$ cat config.mk
export PLATFORM = sky130hd
export DESIGN_NAME = pulse_stretcher
export DESIGN_NICKNAME = d
export VERILOG_FILES = /design/src/rtl/pulse_stretcher.sv
export SDC_FILE = /design/constraint.sdc
export NUM_CORES = 1
export LEC_CHECK = 0
export CORE_MARGIN = 10
export CORE_UTILIZATION = 40
export CTS_CLUSTER_DIAMETER = 60
export DETAILED_ROUTE_END_ITERATION = 8
export HOLD_SLACK_MARGIN = 0.12
export SYNTH_ARGS = -nofsm -noshare
export SYNTH_HDL_FRONTEND = slang
export SYNTH_SLANG_ARGS = --single-unit
$ cat constraint.sdc
create_clock -name clock -period 9.4 [get_ports clock]
set_clock_uncertainty 0.2 [all_clocks]
set_input_delay 0.94 -clock clock [delete_from_list [all_inputs] [get_ports clock]]
set_output_delay 0.94 -clock clock [all_outputs]
set_load 0.005 [all_outputs]
$ cat src/rtl/pulse_stretcher.sv
// Stretches single-cycle event pulses into ON_CYCLES-high / GAP_CYCLES-low pulses,
// queueing events that arrive mid-pulse in a saturating pending counter.
module pulse_stretcher #(
  parameter int ON_CYCLES  = 4095,
  parameter int GAP_CYCLES = 4095,
  parameter int CNT_W      = 12,
  parameter int PEND_W     = 4
) (
  input  logic              clock,
  input  logic              reset,
  input  logic              trigger,
  input  logic              enable,
  output logic              led,
  output logic              busy,
  output logic [PEND_W-1:0] pending,
  output logic              overflow,
  output logic              done,
  output logic [1:0]        state_dbg
);

  typedef enum logic [1:0] {
    IDLE = 2'd0,
    ON   = 2'd1,
    GAP  = 2'd2
  } state_t;

  localparam logic [CNT_W-1:0]  ON_LOAD  = CNT_W'(ON_CYCLES - 1);
  localparam logic [CNT_W-1:0]  GAP_LOAD = CNT_W'(GAP_CYCLES - 1);
  localparam logic [PEND_W-1:0] PEND_MAX = '1;

  state_t            state, state_nx;
  logic [CNT_W-1:0]  cnt, cnt_nx;
  logic [PEND_W-1:0] pending_nx;
  logic              overflow_nx;
  logic              done_nx;
  logic              gap_end;
  logic              start;

  assign state_dbg = state;

  // A new pulse may start from IDLE or straight out of the last GAP cycle,
  // so back-to-back replays never pass through IDLE.
  assign gap_end = (state == GAP) && (cnt == '0);
  assign start   = ((state == IDLE) || gap_end) && enable &&
                   (trigger || (pending != '0));

  always_comb begin
    state_nx    = state;
    cnt_nx      = cnt;
    pending_nx  = pending;
    overflow_nx = overflow;
    done_nx     = 1'b0;

    case (state)
      ON: begin
        if (cnt == '0) begin
          state_nx = GAP;
          cnt_nx   = GAP_LOAD;
        end else begin
          cnt_nx = cnt - CNT_W'(1);
        end
      end
      GAP: begin
        if (cnt != '0) cnt_nx = cnt - CNT_W'(1);
      end
      default: ;
    endcase

    if (gap_end) begin
      done_nx  = 1'b1;
      state_nx = IDLE;
    end

    // A start consumes either the live trigger or one queued event; when both
    // are present the increment and decrement cancel.
    if (start) begin
      state_nx = ON;
      cnt_nx   = ON_LOAD;
      if (!trigger) pending_nx = pending - PEND_W'(1);
    end else if (trigger) begin
      if (pending == PEND_MAX) overflow_nx = 1'b1;
      else                     pending_nx  = pending + PEND_W'(1);
    end
  end

  always_ff @(posedge clock or posedge reset) begin
    if (reset) begin
      state    <= IDLE;
      cnt      <= '0;
      pending  <= '0;
      overflow <= 1'b0;
      done     <= 1'b0;
      led      <= 1'b0;
      busy     <= 1'b0;
    end else begin
      state    <= state_nx;
      cnt      <= cnt_nx;
      pending  <= pending_nx;
      overflow <= overflow_nx;
      done     <= done_nx;
      led      <= (state_nx == ON);
      busy     <= (state_nx != IDLE);
    end
  end

endmodule

Word-level counts from Yosys, hierarchy flattened --
Index checks and enable logic that the tools add are counted.
Storage, ports and cells: bits in registers 22, logic and storage cells 46
Operators by class: bitwise gates (word level) 1, equal/unequal tests 7, reduce and logical (&&, ||, !) cells 15, add/subtract/negate cells 3, multiplexer cells 13
Operator list (number):
- $mux 12 | 3
- $pmux 12 s2 | 1
- $mux 4 | 4
- $logic_not 12->1 | 1
- $reduce_bool 12->1 | 1
- $sub 12x1->12 const B | 1
- $mux 2 | 4
- $reduce_and 3->1 | 2
- $add 4x1->4 const B | 1
- $eq 2x1->1 const B | 2
- $eq 4x4->1 const B | 1
- $ne 2x2->1 const B | 2
- $reduce_bool 2->1 | 2
- $reduce_bool 4->1 | 1
- $sub 4x1->4 const B | 1
- $logic_and 1x1->1 | 3
- $ne 3x2->1 const B | 1
- $reduce_bool 3->1 | 1
- $eq 2x2->1 const B | 1
- $logic_not 2->1 | 1
- $logic_or 1x1->1 | 2
- $reduce_and 2->1 | 1
- $mux 1 | 1
- $not 1->1 | 1

Longest topological paths before layout --
Gate-level depths: netlist of the first run.
depth after elaboration 7, depth in mapped cells 12

Worst setup path after synthesis of the first run --
No wires, ideal clock.
path kind input to register, from input port trigger, to register pending[3], data required time 9.121 ns, setup time 0.079 ns, buffers on the path 1, setup slack 6.208 ns, stages 9, arrival 2.913 ns, cell sequence o311ai_1 > nand2b_1 > clkbuf_1 > inv_1 > ha_1 > a21o_1 > a21oi_1 > mux2i_1 > xor2_1
On the way: cells in the longest elaborated chain, start to end 4, elaborated cells between the ends (all ways) 7
RTL lines:
- start: declaration | RTL line 11 | input logic trigger,
- $logic_or 1x1->1 | RTL line 45 | (trigger || (pending != '0));
- $logic_and 1x1->1 | RTL line 44 | assign start = ((state == IDLE) || gap_end) && enable &&
- $ne 2x2->1 (no line) or $reduce_bool 2->1 (tied branches)
- $reduce_and 3->1 (no line)
- end signal: assignment | RTL line 98 | pending <= pending_nx;
- end: declaration | RTL line 15 | output logic [PEND_W-1:0] pending,
Several ways; a longest one is shown, not always the timed one. A chain may end at the register's enable or synchronous reset.

Final worst setup path of the first run --
from register cnt[6], to register pending[3]
On the way: cells in the longest elaborated chain, start to end 7, elaborated cells between the ends (all ways) 10
RTL lines:
- start: declaration | RTL line 32 | logic [CNT_W-1:0] cnt, cnt_nx;
- start signal: assignment | RTL line 97 | cnt <= cnt_nx;
- $logic_not 12->1 (*) | RTL line 43 | assign gap_end = (state == GAP) && (cnt == '0);
- $logic_and 1x1->1 (*) | RTL line 43
- $logic_or 1x1->1 (*) | RTL line 44
- $logic_and 1x1->1 (*) (2 in a row) | RTL line 44
- $ne 2x2->1 (no line) or $reduce_bool 2->1 (tied branches)
- $reduce_and 3->1 (no line)
Mark *: on every way between the ends. The rest lies on a longest branch, timed or not.

==> reports/results.md, run 1 <==
| Metric | This run |
|---|---|
| Met1 demand-to-capacity share in global routing | 14.7% |
| Combinational Power Share | 24.7% |
| Area of the multi-input gates | 772 µm² |
| Number of antenna violations at the first check in global routing | 0 |
| Number of DRC violations after detailed-routing iteration 0 | 60 |
| Initial core utilization | 41.8% |
| Horizontal extent of the die | 79.3 µm |
| Routed length per instance | 15.3 µm |
| Worst IR drop on VDD | 0.0740 mV |
| Post-route cell area | 0.00160 mm² |
| Timing-limited maximum frequency | 289 MHz |
| Signal arrival time at the worst endpoint | 3520 ps |
| Met3 global-route usage | 2.25% |
| Global route total overflow | 0 |
| Sequential share of power | 46.4% |
| Rel. slew slack | 43.0% |
| Sink Count | 22 |
| Hold-fix buffer count after cts | 0 |
| Yosys cell types | 46 |
| Ys Warns | 0 |
| Floorplan Core Area | 0.00336 mm² |
| Power share of the clock group | 28.9% |
| Final estimated routing congestion in global placement | 0.913 |
| Number of design rule violations left after detail routing | 0 |
| Setup repair after global routing missed its margin | no |
| #FFs+latches synth | 22 |
| Required time of the worst setup path | 9460 ps |
| Via count of the first global-routing pass | 1152 |
| Int Pwr | 0.000186 W |
| Count of buffers added by post-CTS timing repair for setup | 0 |
| Clock period minus final worst setup slack | 3460 ps |
| Maximum number of pins on one net before global-route repair | 23 |
| Post-Syn Nets | 159 |
| Max-slew violation count | 0 |
| Share of final-layout standard cells stronger than drive strength 1 | 9.88% |
| DRT Wirelength | 3190 µm |
| Layout filler cell count | 342 |
| Worst-skew pair later-pin latency | 320 ps |
| Average instance area after synthesis | 9.31 µm² |
| Net switching component of the power | 0.0000707 W |
| Async S/R FF share, synth | 100% |
| Global-route met2 utilization | 16.8% |
| DR pass1 iterations | 4 |
| Boundary pin count | 14 |
| Leakage | 0.595 nW |
| Number of synthesized flops with an enable pin | 0 |
| Number of antenna-violating nets in the routed design | 0 |
| Type of element capturing the critical path | flop |
| Sum Neg Setup Slack | 0 ps |
| Resized cells post-CTS | 0 |
| Flip-flop cell with the highest count after synthesis | sky130_fd_sc_hd__dfrtp_1 |
| GR Util All Layers | 10.7% |
| Highest-utilization routing layer at the global route stage | met2 |
| Deepest level of the CTS H-tree | 1 |
| CTS Root Cell | sky130_fd_sc_hd__clkbuf_4 |
| Worst setup path category | flop to flop |
| Die outline area | 0.00628 mm² |
| Number of nets in the final layout | 171 |
| Area growth syn-to-layout | 14.2% |
| Die span in y | 79.3 µm |
| Overall via count from detail_route | 1196 |
| Standard cell area after detailed placement | 0.00155 mm² |
| Clock tree from TritonCTS | built |
| Crit path launch type | flop |
| Slew at the pin closest to its max-slew limit | 854 ps |
| Clock transition at the register clock pins on the worst setup and hold paths after CTS | 130 ps |
| Syn Std Cell Area | 0.00141 mm² |
| Number of placement rows | 21 |
| Diodes inserted | 0 |
| Max-cap violations | 0 |
| Run status | completed |
| Proportion of total power due to net switching | 27.6% |
| Cell count after synthesis | 151 |
| Sequential Area | 551 µm² |
| Number of setup violations in the final report | 0 |
| Buffers from clock root to sink, at most | 2 |
| Inserted Clock Buffers | 3 |
| Total power divided by cell area | 160 mW/mm² |
| Largest fanout on the critical path | 10 |
| HP Class | flop to flop |
| Final period utilization | 36.8% |
| Placed wire-length estimate | 2360 µm |
| Final hold violation count | 0 |
| Detail-routed via count per cell | 5.75 |
| Sequential-to-total area share from yosys stat | 39.2% |
| Global-route wire length before repair | 5660 µm |
| Number of buffers inserted by port buffering | 13 |
| Post-route total power | 0.000257 W |
layout make-up:
| class | count | area share, % |
|---|---|---|
| Tap cell | 46 | 3.59 |
| Clock inverter | 1 | 1.87 |
| Multi-Input combinational cell | 113 | 48.1 |
| Sequential cell | 22 | 34.3 |
| Clock buffer | 3 | 1.40 |
| Inverter | 9 | 2.11 |
| Timing Repair Buffer | 14 | 8.58 |
power groups by stage:
stage          sequential, W  combinational [W]   clock, W
2_1_floorplan       0.000119          0.0000336          0
3_3_place_gp        0.000121          0.0000620          0
3_5_place_dp        0.000121          0.0000640          0
4_1_cts             0.000119          0.0000646  0.0000765
5_1_grt             0.000122          0.0000685  0.0000791
6_report            0.000119          0.0000633  0.0000741
per-layer routing:
| metal | up-vias | wire length (µm) | part of all wire, % |
|---|---|---|---|
| li1 | 587 | - | - |
| met1 | 589 | 1570 | 49 |
| met2 | 16 | 1470 | 46 |
| met3 | 4 | 114 | 3.6 |
| met4 | 0 | 30 | 0.94 |
| met5 | - | 0 | 0 |
worst max-delay path: stages, from the launching register on:
cell	delay, ps
sky130_fd_sc_hd__dfrtp_1	440
sky130_fd_sc_hd__or4_1	730
sky130_fd_sc_hd__o41ai_4	630
sky130_fd_sc_hd__nand2b_1	290
sky130_fd_sc_hd__inv_1	150
sky130_fd_sc_hd__ha_1	240
sky130_fd_sc_hd__a21o_1	180
sky130_fd_sc_hd__a21oi_1	170
sky130_fd_sc_hd__mux2i_1	230
sky130_fd_sc_hd__xor2_1	150
worst paths after layout:
path / from / endpoint / slack (ps) / cells past startpoint
worst max register to register: cnt[6] / pending[3] / 5940 / 9
worst min register to register: overflow / overflow / 330 / 1
worst min-delay path: overflow / overflow / 330 / 1
max in group asynchronous: reset / cnt[8] / 7590 / 2
min in group asynchronous: reset / state_dbg[0] / 880 / 2
worst max-delay path: cnt[6] / pending[3] / 5940 / 9
stage by stage:
| stage | hold WS [ps] | util (%) | std cells | worst slack [ps] |
|---|---|---|---|---|
| after global routing | 365 | 47.7 | 208 | 5650 |
| after CTS | 337 | 47.7 | 208 | 5940 |
| final | 330 | 47.7 | 208 | 5940 |
| after detailed placement | 305 | 46.1 | 204 | 5680 |
| after floorplan | 268 | - | 151 | 6210 |
| after global placement | 263 | 46.1 | 204 | 5810 |
cells in the final DEF, fill, tap and decap left out, types with 2 or more instances in the layout:
| cell | instances |
|---|---|
| sky130_fd_sc_hd__nor3_1 | 7 |
| sky130_fd_sc_hd__clkbuf_4 | 3 |
| sky130_fd_sc_hd__a2111oi_0 | 2 |
| sky130_fd_sc_hd__xor2_1 | 2 |
| sky130_fd_sc_hd__o31ai_1 | 3 |
| sky130_fd_sc_hd__o21ai_0 | 8 |
| sky130_fd_sc_hd__nand2_1 | 12 |
| sky130_fd_sc_hd__o211ai_1 | 2 |
| sky130_fd_sc_hd__a31oi_1 | 8 |
| sky130_fd_sc_hd__or4_1 | 2 |
| sky130_fd_sc_hd__a2bb2oi_1 | 2 |
| sky130_fd_sc_hd__clkdlybuf4s50_1 | 13 |
| sky130_fd_sc_hd__or2_2 | 3 |
| sky130_fd_sc_hd__or3_1 | 5 |
| sky130_fd_sc_hd__nor2_1 | 9 |
| sky130_fd_sc_hd__nand2b_1 | 3 |
| sky130_fd_sc_hd__a211oi_1 | 2 |
| sky130_fd_sc_hd__nand4_1 | 2 |
| sky130_fd_sc_hd__nor3b_1 | 2 |
| sky130_fd_sc_hd__dfrtp_1 | 22 |
| sky130_fd_sc_hd__xnor2_1 | 2 |
| sky130_fd_sc_hd__a21oi_1 | 7 |
| sky130_fd_sc_hd__inv_1 | 9 |
| sky130_fd_sc_hd__ha_1 | 3 |
| sky130_fd_sc_hd__o22ai_1 | 6 |
cell usage after synthesis (2+ instances only):
| cell | number | area share, % |
|---|---|---|
| sky130_fd_sc_hd__inv_1 | 9 | 2.4 |
| sky130_fd_sc_hd__a31oi_1 | 8 | 3.6 |
| sky130_fd_sc_hd__nand4_1 | 2 | 0.89 |
| sky130_fd_sc_hd__or4_1 | 2 | 1.1 |
| sky130_fd_sc_hd__a2bb2oi_1 | 2 | 1.2 |
| sky130_fd_sc_hd__nor2_1 | 9 | 2.4 |
| sky130_fd_sc_hd__or3_1 | 5 | 2.2 |
| sky130_fd_sc_hd__o31ai_1 | 3 | 1.6 |
| sky130_fd_sc_hd__xor2_1 | 2 | 1.2 |
| sky130_fd_sc_hd__a21oi_1 | 7 | 2.5 |
| sky130_fd_sc_hd__buf_6 | 3 | 2.4 |
| sky130_fd_sc_hd__nor3_1 | 7 | 2.5 |
| sky130_fd_sc_hd__o211ai_1 | 2 | 1.1 |
| sky130_fd_sc_hd__clkbuf_1 | 4 | 1.1 |
| sky130_fd_sc_hd__nand2b_1 | 3 | 1.3 |
| sky130_fd_sc_hd__nand2_1 | 12 | 3.2 |
| sky130_fd_sc_hd__a2111oi_0 | 2 | 1.2 |
| sky130_fd_sc_hd__o22ai_1 | 6 | 2.7 |
| sky130_fd_sc_hd__a211oi_1 | 2 | 1.1 |
| sky130_fd_sc_hd__dfrtp_1 | 22 | 39 |
| sky130_fd_sc_hd__xnor2_1 | 2 | 1.2 |
| sky130_fd_sc_hd__o21ai_0 | 8 | 2.8 |
| sky130_fd_sc_hd__ha_1 | 3 | 2.7 |
| sky130_fd_sc_hd__nor3b_1 | 2 | 1.1 |
| sky130_fd_sc_hd__or2_2 | 3 | 1.3 |
sequential cells by signal, indices dropped and copies added, names as in the netlist:
register   count
pending        4
done           1
cnt           12
state_dbg      2
overflow       1
led            1
busy           1
logic make-up (layout without fill, tap and decap cells):
logic type / Yosys count / after routing / share of synthesized area, %
flops: 22 / 22 / 39.2
xor+xnor: 4 / 4 / 2.49
fa+ha+maj: 4 / 4 / 4.10
buf+inv: 16 / 27 / 5.88
compound gates: 51 / 51 / 27.3
mux: 1 / 1 / 0.712
simple gates: 53 / 53 / 20.4
No activity file was read; power rests on OpenSTA's default activity.
==> run 2: changes to the inputs <==
clock period = 3.6 ns   (was 9.4 ns; I/O delays follow)
==> reports/results.md, run 2 (synthesis gave the netlist of run 1 again) <==
| Metric | This run |
|---|---|
| Count of buffers added by post-CTS timing repair for setup | 0 |
| Final estimated routing congestion in global placement | 0.910 |
| Clock period minus final worst setup slack | 3150 ps |
| Inserted Clock Buffers | 3 |
| Routed length per instance | 16.1 µm |
| Number of nets in the final layout | 172 |
| Largest fanout on the critical path | 10 |
| Number of antenna-violating nets in the routed design | 0 |
| Ordered cell list for the critical path | or4_1 > o41ai_4 > nand2b_1 > inv_1 > ha_1 > a21o_1 > a21oi_1 > mux2i_1 > xor2_1 |
| Hold-fix buffer count after cts | 0 |
| Total power divided by cell area | 391 mW/mm² |
| DRT Wirelength | 3380 µm |
| CP Buf/Inv Count | 1 |
| Resized cells post-CTS | 0 |
| Critical path's top delay family | simple AND/OR/NAND/NOR gates |
| Global route total overflow | 0 |
| Layout filler cell count | 343 |
| Horizontal extent of the die | 79.3 µm |
| Diodes inserted | 0 |
| Worst path max stage delay | 730 ps |
| DR pass1 iterations | 4 |
| Floorplan Core Area | 0.00336 mm² |
| Standard cell area after detailed placement | 0.00156 mm² |
| Die span in y | 79.3 µm |
| Buffers from clock root to sink, at most | 2 |
| Worst IR drop on VDD | 0.193 mV |
| Number of design rule violations left after detail routing | 0 |
| Die outline area | 0.00628 mm² |
| Number of setup violations in the final report | 0 |
| Run status | completed |
| Required time of the worst setup path | 3660 ps |
| Signal arrival time at the worst endpoint | 3210 ps |
| Boundary pin count | 14 |
| Worst setup path category | flop to flop |
| Initial core utilization | 41.8% |
| Via count of the first global-routing pass | 1197 |
| Number of antenna violations at the first check in global routing | 0 |
| Overall via count from detail_route | 1216 |
| Commonest cells after routing, fill and taps aside | sky130_fd_sc_hd__dfrtp_1, sky130_fd_sc_hd__clkdlybuf4s50_1, sky130_fd_sc_hd__nand2_1, sky130_fd_sc_hd__inv_1, sky130_fd_sc_hd__nor2_1 |
| Leakage | 0.592 nW |
| Placed wire-length estimate | 2420 µm |
| Share of final-layout standard cells stronger than drive strength 1 | 10.4% |
| Detail-routed via count per cell | 5.82 |
| Register name with the most flops | cnt |
| Global-route wire length before repair | 5890 µm |
| Most common cell after layout, fill and taps aside | sky130_fd_sc_hd__dfrtp_1 |
| Post-route cell area | 0.00160 mm² |
| Final hold violation count | 0 |
| GR Util All Layers | 11.5% |
| Worst-skew pair later-pin latency | 320 ps |
| Slew at the pin closest to its max-slew limit | 858 ps |
| Clock transition at the register clock pins on the worst setup and hold paths after CTS | 120 ps |
| Number of placement rows | 21 |
| Max-cap violations | 0 |
| Clock tree from TritonCTS | built |
| Crit path max-delay cell type | sky130_fd_sc_hd__or4_1 |
| Flip-flop count of the largest register, all copies and words added | 12 |
| Setup repair after global routing missed its margin | no |
| Type of element capturing the critical path | flop |
| Crit path launch type | flop |
| Timing-limited maximum frequency | 317 MHz |
| Maximum number of pins on one net before global-route repair | 23 |
| Area growth syn-to-layout | 13.5% |
| Number of buffers inserted by port buffering | 13 |
| Final period utilization | 87.5% |
| Max-slew violation count | 0 |
| Sink Count | 22 |
| Deepest level of the CTS H-tree | 1 |
| Rel. slew slack | 42.7% |
| Sum Neg Setup Slack | 0 ps |
| Number of DRC violations after detailed-routing iteration 0 | 105 |
| HP Class | flop to flop |
| CTS Root Cell | sky130_fd_sc_hd__clkbuf_4 |
run 2: cell types whose count changed in the layout (fill, tap and decap cells not counted), sizes merged:
cell | previous run | this run
clkbuf | 3 | 4
buf | 1 | 2
bufinv | 1 | 0
run 2: routing by layer:
metal / share of wire, % / vias to the layer above / track usage (%) / wire length (µm)
met2: 47 / 33 / 17.5 / 1590
li1: - / 596 / - / -
met1: 46 / 580 / 14.5 / 1540
met5: 0 / - / 0 / 0
met3: 5.7 / 7 / 3.94 / 193
met4: 1.7 / 0 / 4.84 / 58
run 2: report_power, final:
group          switching, W  total (W)  internal, W
sequential        0.0000405   0.000315     0.000275
combinational     0.0000678   0.000167    0.0000988
clock             0.0000794   0.000141    0.0000619
run 2: worst paths after layout:
check,slack (ps),cells past startpoint,from,endpoint
max,450,9,cnt[6],pending[3]
min,290,1,overflow,overflow
max reg2reg,450,9,cnt[6],pending[3]
min reg2reg,290,1,overflow,overflow
max in group asynchronous,2380,2,reset,cnt[6]
min in group asynchronous,300,2,reset,overflow
run 2: layout make-up:
class | count | area, µm² | area share, %
clock buffers | 4 | 36.3 | 2.27
inverters | 9 | 33.8 | 2.12
multi-input cells | 113 | 772 | 48.4
flip-flops and latches | 22 | 551 | 34.5
well taps | 46 | 57.6 | 3.61
repair buffers | 15 | 145 | 9.10
run 2: through the flow:
step,hold WS [ps],power [W],util [%],std cells,setup slack (ps)
2_1_floorplan,149,0.000398,-,151,543
3_3_place_gp,264,0.000479,46.4,205,560
3_5_place_dp,269,0.000489,46.4,205,448
4_1_cts,299,0.000632,47.4,209,437
5_1_grt,327,0.000662,47.4,209,276
6_report,293,0.000623,47.4,209,450
run 2: worst reg2reg max path: cells and delay by family, from the launching register on:
kind	cells	cell delay (ps)
AO/OA/AOI/OAI	3	740
XOR/XNOR	1	150
adder cells (fa/ha/maj)	1	230
buffers and inverters	1	140
flip-flops	1	440
multiplexers	1	230
AND/OR/NAND/NOR	2	970
==> run 3: changes to the inputs <==
CELL_PAD_IN_SITES_DETAIL_PLACEMENT = 0   (was unset)
CELL_PAD_IN_SITES_GLOBAL_PLACEMENT = 2   (was unset)
CORE_UTILIZATION = 35   (was 40)
PLACE_DENSITY_LB_ADDON = 0.05   (was unset)
==> reports/results.md, run 3 (synthesis gave the netlist of run 1 again) <==
| Metric | This run |
|---|---|
| Number of setup violations in the final report | 0 |
| Number of buffers inserted by port buffering | 13 |
| Maximum number of pins on one net before global-route repair | 23 |
| Register name with the most flops | cnt |
| Total power divided by cell area | 404 mW/mm² |
| Sink Count | 22 |
| Run status | completed |
| Final estimated routing congestion in global placement | 0.783 |
| Number of design rule violations left after detail routing | 0 |
| Clock transition at the register clock pins on the worst setup and hold paths after CTS | 80 ps |
| Detail-routed via count per cell | 5.83 |
| Number of antenna-violating nets in the routed design | 0 |
| Number of placement rows | 22 |
| HP Class | flop to flop |
| Slew at the pin closest to its max-slew limit | 895 ps |
| Rel. slew slack | 40.3% |
| Boundary pin count | 14 |
| Proportion of total power due to net switching | 28.0% |
| Max-cap violations | 0 |
| Crit path launch type | flop |
| Timing-limited maximum frequency | 316 MHz |
| Initial core utilization | 37.3% |
| Clock period minus final worst setup slack | 3170 ps |
| Largest fanout on the critical path | 10 |
| Area growth syn-to-layout | 15.0% |
| Int Pwr | 0.000471 W |
| Final core utilization | 42.9% |
| Worst hold stages | 1 |
| Number of nets in the final layout | 172 |
| Signal arrival time at the worst endpoint | 3160 ps |
| Layout filler cell count | 381 |
| Die outline area | 0.00695 mm² |
| Floorplan Core Area | 0.00377 mm² |
| Startpoint of the lowest-slack register-to-register path | cnt[6] |
| GR Util All Layers | 10.5% |
| Most common cell after layout, fill and taps aside | sky130_fd_sc_hd__dfrtp_1 |
| Inserted Clock Buffers | 3 |
| Commonest cells after routing, fill and taps aside | sky130_fd_sc_hd__dfrtp_1, sky130_fd_sc_hd__clkdlybuf4s50_1, sky130_fd_sc_hd__nand2_1, sky130_fd_sc_hd__inv_1, sky130_fd_sc_hd__nor2_1 |
| Number of antenna violations at the first check in global routing | 0 |
| Resized cells post-CTS | 0 |
| Worst setup path category | flop to flop |
| Type of element capturing the critical path | flop |
| DRT Wirelength | 3530 µm |
| Via count of the first global-routing pass | 1221 |
| Net switching component of the power | 0.000183 W |
| DR pass1 iterations | 4 |
| Startpoint of the lowest-slack hold path | overflow |
| Worst-skew pair later-pin latency | 260 ps |
| Leakage | 0.600 nW |
| Reg-to-reg setup timing slack | 430 ps |
| Hold-fix buffer count after cts | 0 |
| Overall via count from detail_route | 1230 |
| Required time of the worst setup path | 3600 ps |
| Setup repair after global routing missed its margin | no |
| Worst r2r dst | pending[3] |
| Global route total overflow | 0 |
| Deepest level of the CTS H-tree | 1 |
| Sequential share of power | 47.7% |
| Number of cells on the worst reg-to-reg path | 9 |
| Power share of the clock group | 27.4% |
| Buffers from clock root to sink, at most | 2 |
| Endpoint with the worst hold slack | overflow |
| Placed wire-length estimate | 2580 µm |
| Final period utilization | 87.9% |
| Flip-flop count of the largest register, all copies and words added | 12 |
| Sum Neg Setup Slack | 0 ps |
| Horizontal extent of the die | 83.4 µm |
| Share of final-layout standard cells stronger than drive strength 1 | 10.4% |
| CTS Root Cell | sky130_fd_sc_hd__clkbuf_8 |
| Final hold violation count | 0 |
| Global-route wire length before repair | 6270 µm |
| Count of buffers added by post-CTS timing repair for setup | 0 |
| Diodes inserted | 0 |
| Number of DRC violations after detailed-routing iteration 0 | 112 |
| Routed length per instance | 16.7 µm |
| Max-slew violation count | 0 |
| Combinational Power Share | 24.9% |
| Die span in y | 83.4 µm |
| Clock tree from TritonCTS | built |
| Worst IR drop on VDD | 0.242 mV |
-- run 3: cell counts in the layout (fill, tap and decap cells not counted) --
No cell type changed its count.
-- run 3: per-stage QoR --
step           setup WS (ps)  hold slack, ps  power [W]  cell area [µm²]  instances
2_1_floorplan            543             149   0.000398             1410        151
3_3_place_gp             536             268   0.000479             1560        207
3_5_place_dp             439             282   0.000483             1560        207
4_1_cts                  404             306   0.000664             1620        211
5_1_grt                  188             348   0.000697             1620        211
6_report                 435             293   0.000654             1620        211
-- run 3: worst max-delay path by stage --
stage | slack [ps] | cells after the start | endpoint | from
final | 430 | 9 | pending[3] | cnt[6]
after global routing | 190 | 9 | pending[3] | cnt[6]
after CTS | 400 | 9 | pending[3] | cnt[6]
after detailed placement | 440 | 9 | pending[3] | cnt[6]
after global placement | 540 | 9 | pending[3] | cnt[6]
after floorplan | 540 | 12 | pending[3] | cnt[0]
-- run 3: final cells by class --
class / instances / area (µm²) / share of cell area, %
multi-input cells: 113 / 772 / 47.8
flip-flops and latches: 22 / 551 / 34.1
repair buffers: 15 / 145 / 8.98
well taps: 48 / 60.1 / 3.72
clock buffers: 4 / 55.1 / 3.41
inverters: 9 / 33.8 / 2.09
-- run 3: worst max-delay path, cell delays in order (launching register included) --
cell                       delay, ps
sky130_fd_sc_hd__dfrtp_1         420
sky130_fd_sc_hd__or4_1           740
sky130_fd_sc_hd__o41ai_4         410
sky130_fd_sc_hd__nand2b_1        230
sky130_fd_sc_hd__inv_1           130
sky130_fd_sc_hd__ha_1            230
sky130_fd_sc_hd__a21o_1          170
sky130_fd_sc_hd__a21oi_1         170
sky130_fd_sc_hd__mux2i_1         230
sky130_fd_sc_hd__xor2_1          150
-- run 3: power groups by stage --
stage / clock (W) / sequential, W / combinational (W)
final: 0.000179 / 0.000312 / 0.000163
after global routing: 0.000195 / 0.000319 / 0.000182
after CTS: 0.000184 / 0.000313 / 0.000167
after detailed placement: 0 / 0.000316 / 0.000167
after global placement: 0 / 0.000316 / 0.000164
after floorplan: 0 / 0.000310 / 0.0000877
-- run 3: metal layers --
metal,routed length [µm],global-route usage [%]
met1,1690,14.5
met4,35,3.23
met5,0,0
met3,184,2.15
met2,1620,15.6
